**src/rtl/solo_squash_input_conditioner.sv**
```systemverilog
// Input conditioner for the solo_squash GPIO buttons and external reset.
// Every raw active-low input passes through a 2-FF synchronizer and a
// per-channel debouncer. All outputs stay inactive until firmware signals,
// via gpio_ready, that the GPIO pads are configured.
module solo_squash_input_conditioner #(
    parameter int unsigned DEBOUNCE_LEN = 50000,
    parameter int unsigned CNT_W        = $clog2(DEBOUNCE_LEN)
) (
    input  logic clk,
    input  logic reset,
    input  logic gpio_ready,
    input  logic ext_reset_n_raw,
    input  logic pause_n_raw,
    input  logic new_game_n_raw,
    input  logic down_key_n_raw,
    input  logic up_key_n_raw,
    output logic ext_reset_n,
    output logic pause_n,
    output logic new_game_n,
    output logic down_key_n,
    output logic up_key_n,
    output logic pause_press,
    output logic new_game_press,
    output logic armed
);

    localparam int unsigned NUM_CH   = 5;
    localparam int unsigned CH_EXT   = 0;
    localparam int unsigned CH_PAUSE = 1;
    localparam int unsigned CH_NEW   = 2;
    localparam int unsigned CH_DOWN  = 3;
    localparam int unsigned CH_UP    = 4;

    localparam logic [CNT_W-1:0] CNT_LAST = CNT_W'(DEBOUNCE_LEN - 1);
    localparam logic [CNT_W-1:0] CNT_ONE  = CNT_W'(1);

    logic [NUM_CH-1:0] raw;
    logic [NUM_CH-1:0] sync1;
    logic [NUM_CH-1:0] sync2;
    logic [NUM_CH-1:0] clean;
    logic [NUM_CH-1:0] clean_nxt;
    logic [CNT_W-1:0]  cnt     [NUM_CH];
    logic [CNT_W-1:0]  cnt_nxt [NUM_CH];
    logic              gpio_sync1;
    logic              gpio_sync2;

    assign raw = {up_key_n_raw, down_key_n_raw, new_game_n_raw,
                  pause_n_raw, ext_reset_n_raw};

    // Two-flop synchronizers: raw inputs idle high, gpio_ready idles low.
    always_ff @(posedge clk) begin
        if (reset) begin
            sync1      <= '1;
            sync2      <= '1;
            gpio_sync1 <= 1'b0;
            gpio_sync2 <= 1'b0;
        end else begin
            sync1      <= raw;
            sync2      <= sync1;
            gpio_sync1 <= gpio_ready;
            gpio_sync2 <= gpio_sync1;
        end
    end

    // Sticky arm flag: once GPIOs are reported ready, later drops are ignored.
    always_ff @(posedge clk) begin
        if (reset) begin
            armed <= 1'b0;
        end else if (gpio_sync2) begin
            armed <= 1'b1;
        end
    end

    // Debounce next-state: the ext_reset channel asserts immediately, all
    // other transitions need DEBOUNCE_LEN consecutive mismatching cycles.
    always_comb begin
        clean_nxt = clean;
        for (int unsigned i = 0; i < NUM_CH; i++) begin
            cnt_nxt[i] = '0;
        end
        if (!armed) begin
            clean_nxt = '1;
        end else begin
            for (int unsigned i = 0; i < NUM_CH; i++) begin
                if (i == CH_EXT && !sync2[i]) begin
                    clean_nxt[i] = 1'b0;
                end else if (sync2[i] != clean[i]) begin
                    if (cnt[i] == CNT_LAST) begin
                        clean_nxt[i] = sync2[i];
                    end else begin
                        cnt_nxt[i] = cnt[i] + CNT_ONE;
                    end
                end
            end
        end
    end

    // Debounce state and registered press pulses on clean 1->0 transitions.
    always_ff @(posedge clk) begin
        if (reset) begin
            clean          <= '1;
            pause_press    <= 1'b0;
            new_game_press <= 1'b0;
            for (int unsigned i = 0; i < NUM_CH; i++) begin
                cnt[i] <= '0;
            end
        end else begin
            clean          <= clean_nxt;
            pause_press    <= clean[CH_PAUSE] & ~clean_nxt[CH_PAUSE];
            new_game_press <= clean[CH_NEW] & ~clean_nxt[CH_NEW];
            for (int unsigned i = 0; i < NUM_CH; i++) begin
                cnt[i] <= cnt_nxt[i];
            end
        end
    end

    assign ext_reset_n = clean[CH_EXT];
    assign pause_n     = clean[CH_PAUSE];
    assign new_game_n  = clean[CH_NEW];
    assign down_key_n  = clean[CH_DOWN];
    assign up_key_n    = clean[CH_UP];

endmodule

```
**config.mk**
```make
export PLATFORM = sky130hd
export DESIGN_NAME = solo_squash_input_conditioner
export DESIGN_NICKNAME = d
export VERILOG_FILES = /design/src/rtl/solo_squash_input_conditioner.sv
export SDC_FILE = /design/constraint.sdc
export NUM_CORES = 1
export LEC_CHECK = 0
export ABC_AREA = 1
export ABC_CLOCK_PERIOD_IN_PS = 2000
export CORE_ASPECT_RATIO = 1.25
export CORE_MARGIN = 1.5
export CORE_UTILIZATION = 50
export CTS_CLUSTER_DIAMETER = 120
export DETAILED_ROUTE_END_ITERATION = 12
export PLACE_DENSITY_LB_ADDON = 0.1
export SYNTH_ARGS = -nofsm -noshare
export SYNTH_HDL_FRONTEND = slang
export SYNTH_SLANG_ARGS = --single-unit
```
**constraint.sdc**
```tcl
create_clock -name clk -period 2 [get_ports clk]
set_input_delay 0.2 -clock clk [delete_from_list [all_inputs] [get_ports clk]]
set_output_delay 0.2 -clock clk [all_outputs]
set_load 0.01 [all_outputs]
```
==> results_dict.tcl, run 1 <==
set metrics [dict create \
    outcome "finished clean" \
    core_area_um2 9080 \
    leakage_uw 0.00168 \
    count_of_buffers_from_port_buffering 15 \
    drt-vias-per-instance 4.99 \
    power.share.switching_pct 17.9 \
    relSlewSlack_pct 76.6 \
    hold_violations 0 \
    switchingPower_uw 723 \
    finish.net_count 683 \
    worstSetupEndpointType "flop" \
    routed_wire_length_per_instance_um 10.8 \
    track_usage_pct 19.4 \
    mappedNetlistArea_um2 4650 \
    initial_utilization_pct 51.2 \
    worstReg2RegStart "cnt[0][64]" \
    share_seq_of_total_power_pct 49.8 \
    numCtsBuffers 9 \
    die-area_um2 9890 \
    finalHoldWorstSlack_ns 0.380 \
    grt.overflow.total 0 \
    worst_setup_path_startpoint "cnt[0][64]" \
    globalplace.congestion 0.876 \
    insertion_delay_of_the_later_clocked_pin_in_the_worst_skew_pair_ns 0.34 \
    instances_no_fill 798 \
    most-common-layout-cells "sky130_fd_sc_hd__nand2_1 (139), sky130_fd_sc_hd__nor2_1 (125), sky130_fd_sc_hd__dfxtp_1 (100)" \
    timing_worst_setup_path_type "flop to flop" \
    tritoncts "yes" \
    timing_max_transition_violations_final 0 \
    required_ns 2.22 \
    r2r_cells 6 \
    die_width_um 89.3 \
    r2r_end "cnt[0][73]" \
    max-cap-violations 0 \
    clock_tree_sinks 100 \
    grt_max_degree 17 \
    antenna_violating_nets_left 0 \
    placedCellCount 782 \
    synthToLayoutAreaGrowth_pct 12.8 \
    post_cts.resized_instances 0 \
    worst-path-max-fanout 16 \
    route.vias.total 3983 \
    final.setup_skew_ns 0.00526 \
    period_needed_ns 1.53 \
    number_of_setup_violations_in_the_final_report 0 \
    worst_slew_pin_slew_ns 0.350 \
    fraction_of_layout_instances_using_a_drive_strength_above_1_pct 7.56 \
    drt-total-wl_mm 8.60 \
    internal_power_uw 3320 \
    ys_seq_elements 100 \
    place_hpwl_mm 6.32 \
    netlist_instances 651 \
    crit_path_start_kind "flop" \
    die_y_um 111 \
    cts.clk_slew.worst_paths_ns 0.06 \
    achievable-frequency_mhz 652 \
    clock_tree.root_cell "sky130_fd_sc_hd__clkbuf_16" \
    setup_slack_ns 0.466 \
    row_count 39 \
    pin_count 16 \
    power_density_nw_per_um2 770 \
    cts_hold_repair.buffers 0 \
    depth_of_the_cts_h_tree 3 \
    syn-num-nets 664 \
    drc 0 \
    yosysWarnings 0 \
    seq_area_frac_synth_pct 43.0 \
    combPwrFrac_pct 1.0 \
    fin_crit_sh_pct 76.7 \
    crit_end "cnt[0][73]" \
    first_global_vias 3718 \
    pwr-share-clk_pct 49.2 \
    clock_tree.buffer_depth 2 \
    tns_ns 0 \
    regToRegSetupSlack_ns 0.47 \
    drt-pass1-iter-count 5 \
    initialDrtViolationCount 212 \
    unrepaired_setup_endpoints_after_global_routing "false" \
    worstPathArrival_ns 1.76 \
    power.ir.vdd_worst_uv 433 \
    place_worst_setup_slack_ns 0.356 \
    first_pass_grt_wire_length_mm 15.5 \
    mostFrequentLayoutCell "sky130_fd_sc_hd__nand2_1" \
    postSynthAreaPerCell_um2 7.14 \
    antenna_cells_inserted 0 \
    antenna_found_initial 0 \
    hold_path_class "primary input to flop" \
    post_synth_num_cell_types 30 \
    post-cts-setup-buffers 0 \
]
[area by class of cell]
class,instances,area [um^2]
fill,880,3830
clock buffer,12,256
sequential,100,2000
multi-input combinational,473,2320
inverter,70,264
clock inverter,4,95.1
timing repair buffer,16,158
tap,123,154
[Yosys cell counts]
| master | count | area share (%) |
|---|---|---|
| sky130_fd_sc_hd__nand2_1 | 139 | 11 |
| sky130_fd_sc_hd__nor2_1 | 125 | 10 |
| sky130_fd_sc_hd__dfxtp_1 | 100 | 43 |
| sky130_fd_sc_hd__inv_1 | 67 | 5.4 |
| sky130_fd_sc_hd__nand3_1 | 53 | 5.7 |
| sky130_fd_sc_hd__a21oi_1 | 36 | 3.9 |
| sky130_fd_sc_hd__nand4_1 | 35 | 4.7 |
| sky130_fd_sc_hd__xnor2_1 | 14 | 2.6 |
| sky130_fd_sc_hd__or2_2 | 13 | 1.7 |
| sky130_fd_sc_hd__xor2_1 | 12 | 2.3 |
| sky130_fd_sc_hd__a21oi_2 | 7 | 1.3 |
| sky130_fd_sc_hd__nand2_2 | 6 | 0.81 |
| sky130_fd_sc_hd__buf_6 | 5 | 1.2 |
| sky130_fd_sc_hd__ha_1 | 5 | 1.3 |
| sky130_fd_sc_hd__nor3_1 | 5 | 0.54 |
| sky130_fd_sc_hd__o21bai_1 | 5 | 0.81 |
| sky130_fd_sc_hd__o21ai_0 | 4 | 0.43 |
| sky130_fd_sc_hd__or2_0 | 4 | 0.54 |
| sky130_fd_sc_hd__clkbuf_1 | 2 | 0.16 |
| sky130_fd_sc_hd__inv_2 | 2 | 0.16 |
| sky130_fd_sc_hd__nor2_2 | 2 | 0.27 |
| sky130_fd_sc_hd__nor2_4 | 2 | 0.48 |
| sky130_fd_sc_hd__and2_1 | 1 | 0.13 |
| sky130_fd_sc_hd__clkbuf_2 | 1 | 0.11 |
| sky130_fd_sc_hd__clkinv_2 | 1 | 0.11 |
| sky130_fd_sc_hd__nand2_4 | 1 | 0.24 |
| sky130_fd_sc_hd__nand3_2 | 1 | 0.22 |
| sky130_fd_sc_hd__nand3b_1 | 1 | 0.16 |
| sky130_fd_sc_hd__nor3b_1 | 1 | 0.16 |
| sky130_fd_sc_hd__o21ai_1 | 1 | 0.11 |
[critical path, cell delays in order (launching register included)]
cell and delay [ns]:
sky130_fd_sc_hd__dfxtp_1 0.35, sky130_fd_sc_hd__ha_1 0.21, sky130_fd_sc_hd__nand3_1 0.13, sky130_fd_sc_hd__nor2_1 0.21
sky130_fd_sc_hd__nand3_1 0.14, sky130_fd_sc_hd__nand2_2 0.29, sky130_fd_sc_hd__nor2_1 0.08
[per-layer routing]
metal  wire length [um]  track usage, %  up-vias
li1                   -               -     2130
met1               3950            23.5     1791
met2               4260            32.2       48
met3                180            3.28       14
met4                208            10.1        0
met5                  0               0        -
[sequential cells by signal, indices dropped and copies added, names as in the netlist]
name,cells
cnt,80
clean,5
sync1,5
sync2,5
armed,1
gpio_sync1,1
gpio_sync2,1
new_game_press,1
pause_press,1
[power by group through the flow]
| stage | Sequential [uW] | Combinational, uW | Clock (uW) |
|---|---|---|---|
| 2_1_floorplan | 2050 | 21.9 | 0 |
| 3_3_place_gp | 2060 | 42.4 | 0 |
| 3_5_place_dp | 2060 | 42.8 | 0 |
| 4_1_cts | 2010 | 43.0 | 2050 |
| 5_1_grt | 2010 | 48.4 | 2130 |
| 6_report | 2010 | 42.4 | 1990 |
[stage by stage]
step / utilization (%) / total power [uW] / instance area, um^2
floorplan: - / 2080 / 4650
global placement: 53.9 / 2100 / 4890
detailed placement: 53.9 / 2100 / 4890
CTS: 57.8 / 4110 / 5250
global route: 57.8 / 4190 / 5250
finish: 57.8 / 4040 / 5250
[kinds of logic after synthesis]
| kind of cell | synth area share [%] |
|---|---|
| simple gates | 37.0 |
| flops | 43.0 |
| buf+inv | 7.16 |
| compound gates | 6.54 |
| xor+xnor | 4.90 |
| fa+ha+maj | 1.35 |
[worst min-delay path by stage]
| stage | depth (start not counted) | startpoint | endpoint | slack, ns |
|---|---|---|---|---|
| global placement | 2 | gpio_sync1 | gpio_sync2 | 0.39 |
| detailed placement | 1 | sync1[1] | sync2[1] | 0.40 |
| floorplan | 1 | ext_reset_n_raw | sync1[0] | 0.30 |
| CTS | 3 | gpio_ready | gpio_sync1 | 0.37 |
| global route | 3 | gpio_ready | gpio_sync1 | 0.41 |
| finish | 3 | gpio_ready | gpio_sync1 | 0.38 |
No activity file was read; power rests on OpenSTA's default activity.
==> inputs of run 2 (changes only) <==
Settings changed: ABC_CLOCK_PERIOD_IN_PS 2000 to 1600.
Clock period 2 ns to 1.6 ns, I/O delays scaled along.
==> run 2 against run 1 <==
Net effect: sequential share of layout area shrank 0.20 points; final area grew 0.52%; clock power grew 9%; total power grew 17%; cell count grew 0.75%; global-route usage grew 0.35 points; highest routed layer unchanged; critical path depth shrank 5; flip-flop and latch count is the same; worst setup slack lost 0.35 ns; routed wire length grew 6.2%; clock skew shrank 0.00078 ns; hold slack lost 0.050 ns.
==> results_dict.tcl, run 2 (synthesis results as in run 1) <==
set metrics [dict create \
    clock_tree.root_cell "sky130_fd_sc_hd__clkbuf_16" \
    placedCellCount 787 \
    crit_buf_inv 1 \
    place_worst_setup_slack_ns 0.0186 \
    tritoncts "yes" \
    antenna_violating_nets_left 0 \
    worst_path_dominant_cell_family "buffers and inverters" \
    internal_power_uw 3820 \
    setup_slack_ns 0.118 \
    max_stage_delay_on_crit_path_ns 0.57 \
    post-cts-setup-buffers 0 \
    cts_hold_repair.buffers 0 \
    path_cells "clkdlybuf4s50_1" \
    grt.overflow.total 0 \
    first_pass_grt_wire_length_mm 15.7 \
    power.share.switching_pct 19.3 \
    switchingPower_uw 915 \
    unrepaired_setup_endpoints_after_global_routing "false" \
    timing_max_transition_violations_final 0 \
    route.vias.total 4022 \
    die_width_um 89.3 \
    outcome "finished clean" \
    count_of_buffers_from_port_buffering 15 \
    pin_count 16 \
    antenna_cells_inserted 0 \
    die-area_um2 9890 \
    cts.clk_slew.worst_paths_ns 0.06 \
    row_count 39 \
    drt-vias-per-instance 5.00 \
    drt-pass1-iter-count 4 \
    instances_no_fill 804 \
    leakage_uw 0.00169 \
    globalplace.congestion 0.907 \
    antenna_found_initial 0 \
    timing_worst_setup_path_type "flop to output pin" \
    critical_path_s_slowest_cell "sky130_fd_sc_hd__clkdlybuf4s50_1" \
    most-common-layout-cells "sky130_fd_sc_hd__nand2_1 (139), sky130_fd_sc_hd__nor2_1 (124), sky130_fd_sc_hd__dfxtp_1 (100)" \
    finish.net_count 689 \
    drt-total-wl_mm 9.14 \
    fraction_of_layout_instances_using_a_drive_strength_above_1_pct 8.81 \
    insertion_delay_of_the_later_clocked_pin_in_the_worst_skew_pair_ns 0.34 \
    worst-path-max-fanout 4 \
    max_reg_flops 80 \
    die_y_um 111 \
    synthToLayoutAreaGrowth_pct 13.4 \
    clock_tree_sinks 100 \
    numCtsBuffers 9 \
    fin_crit_sh_pct 92.7 \
    worst_slew_pin_slew_ns 0.360 \
    pwr-share-clk_pct 45.8 \
    finalHoldWorstSlack_ns 0.330 \
    initial_utilization_pct 51.2 \
    number_of_setup_violations_in_the_final_report 0 \
    required_ns 1.44 \
    power_density_nw_per_um2 899 \
    worstReg2RegStart "cnt[0][64]" \
    grt_max_degree 17 \
    initialDrtViolationCount 163 \
    first_global_vias 3679 \
    place_hpwl_mm 6.58 \
    depth_of_the_cts_h_tree 3 \
    period_needed_ns 1.48 \
    hold_violations 0 \
    combPwrFrac_pct 1.2 \
    final.setup_skew_ns 0.00447 \
    track_usage_pct 19.8 \
    worstSetupEndpointType "output pin" \
    achievable-frequency_mhz 675 \
    drc 0 \
    tns_ns 0 \
    hold_path_startpoint "gpio_ready" \
    largest_register "cnt" \
    share_seq_of_total_power_pct 53.0 \
    crit_path_start_kind "flop" \
    max-cap-violations 0 \
    hold_path_class "primary input to flop" \
    relSlewSlack_pct 75.9 \
    worst_setup_path_startpoint "clean[4]" \
    worstPathArrival_ns 1.32 \
    power.ir.vdd_worst_uv 530 \
    core_area_um2 9080 \
    routed_wire_length_per_instance_um 11.4 \
    mostFrequentLayoutCell "sky130_fd_sc_hd__nand2_1" \
    clock_tree.buffer_depth 2 \
]
[run 2: path summary, 6_finish.rpt]
check	to	slack [ns]	cells past startpoint
setup reg to reg	cnt[0][75]	0.13	6
setup / recovery	up_key_n	0.12	1
hold reg to reg	sync2[0]	0.41	1
hold / removal	gpio_sync1	0.33	3
[run 2: worst reg2reg max path, stage by stage (launching register included)]
cell                      delay [ns]
sky130_fd_sc_hd__dfxtp_1        0.35
sky130_fd_sc_hd__ha_1           0.21
sky130_fd_sc_hd__nand3_1        0.16
sky130_fd_sc_hd__nor2_1         0.17
sky130_fd_sc_hd__nand3_1        0.16
sky130_fd_sc_hd__nand2_4        0.23
sky130_fd_sc_hd__a21oi_1        0.07
[run 2: cell type report]
cell class | instances | area, um^2
clock inverters | 5 | 50.0
clock buffers | 11 | 253
well taps | 123 | 154
flip-flops and latches | 100 | 2000
multi-input cells | 474 | 2350
fillers | 855 | 3800
repair buffers | 21 | 195
inverters | 70 | 264
[run 2: timing repair]
action / 4_1_cts / 5_1_grt
hold endpoints to repair: 0 / 0
resized for setup: 0 / 7
endpoints found under the setup margin: 0 / 66
[run 2: layer usage]
| metal | up-vias | share of wire [%] | global-route usage (%) |
|---|---|---|---|
| li1 | 2132 | - | - |
| met1 | 1824 | 46 | 25.0 |
| met2 | 47 | 49 | 32.1 |
| met3 | 19 | 2.0 | 3.13 |
| met4 | 0 | 2.8 | 9.44 |
| met5 | - | 0 | 0 |
[run 2: power by group through the flow]
| stage | clock, uW | sequential, uW | combinational, uW |
|---|---|---|---|
| after detailed placement | 0 | 2570 | 57.0 |
| after global placement | 0 | 2570 | 56.0 |
| after global routing | 2330 | 2510 | 64.1 |
| after CTS | 2220 | 2510 | 57.4 |
| final | 2170 | 2510 | 57.3 |
| after floorplan | 0 | 2570 | 27.4 |
[run 2: through the flow]
step	util (%)	power [uW]	instance area [um^2]
global placement	54.3	2630	4930
finish	58.1	4740	5270
CTS	57.7	4790	5230
floorplan	-	2600	4650
detailed placement	54.3	2630	4930
global route	58.1	4910	5270
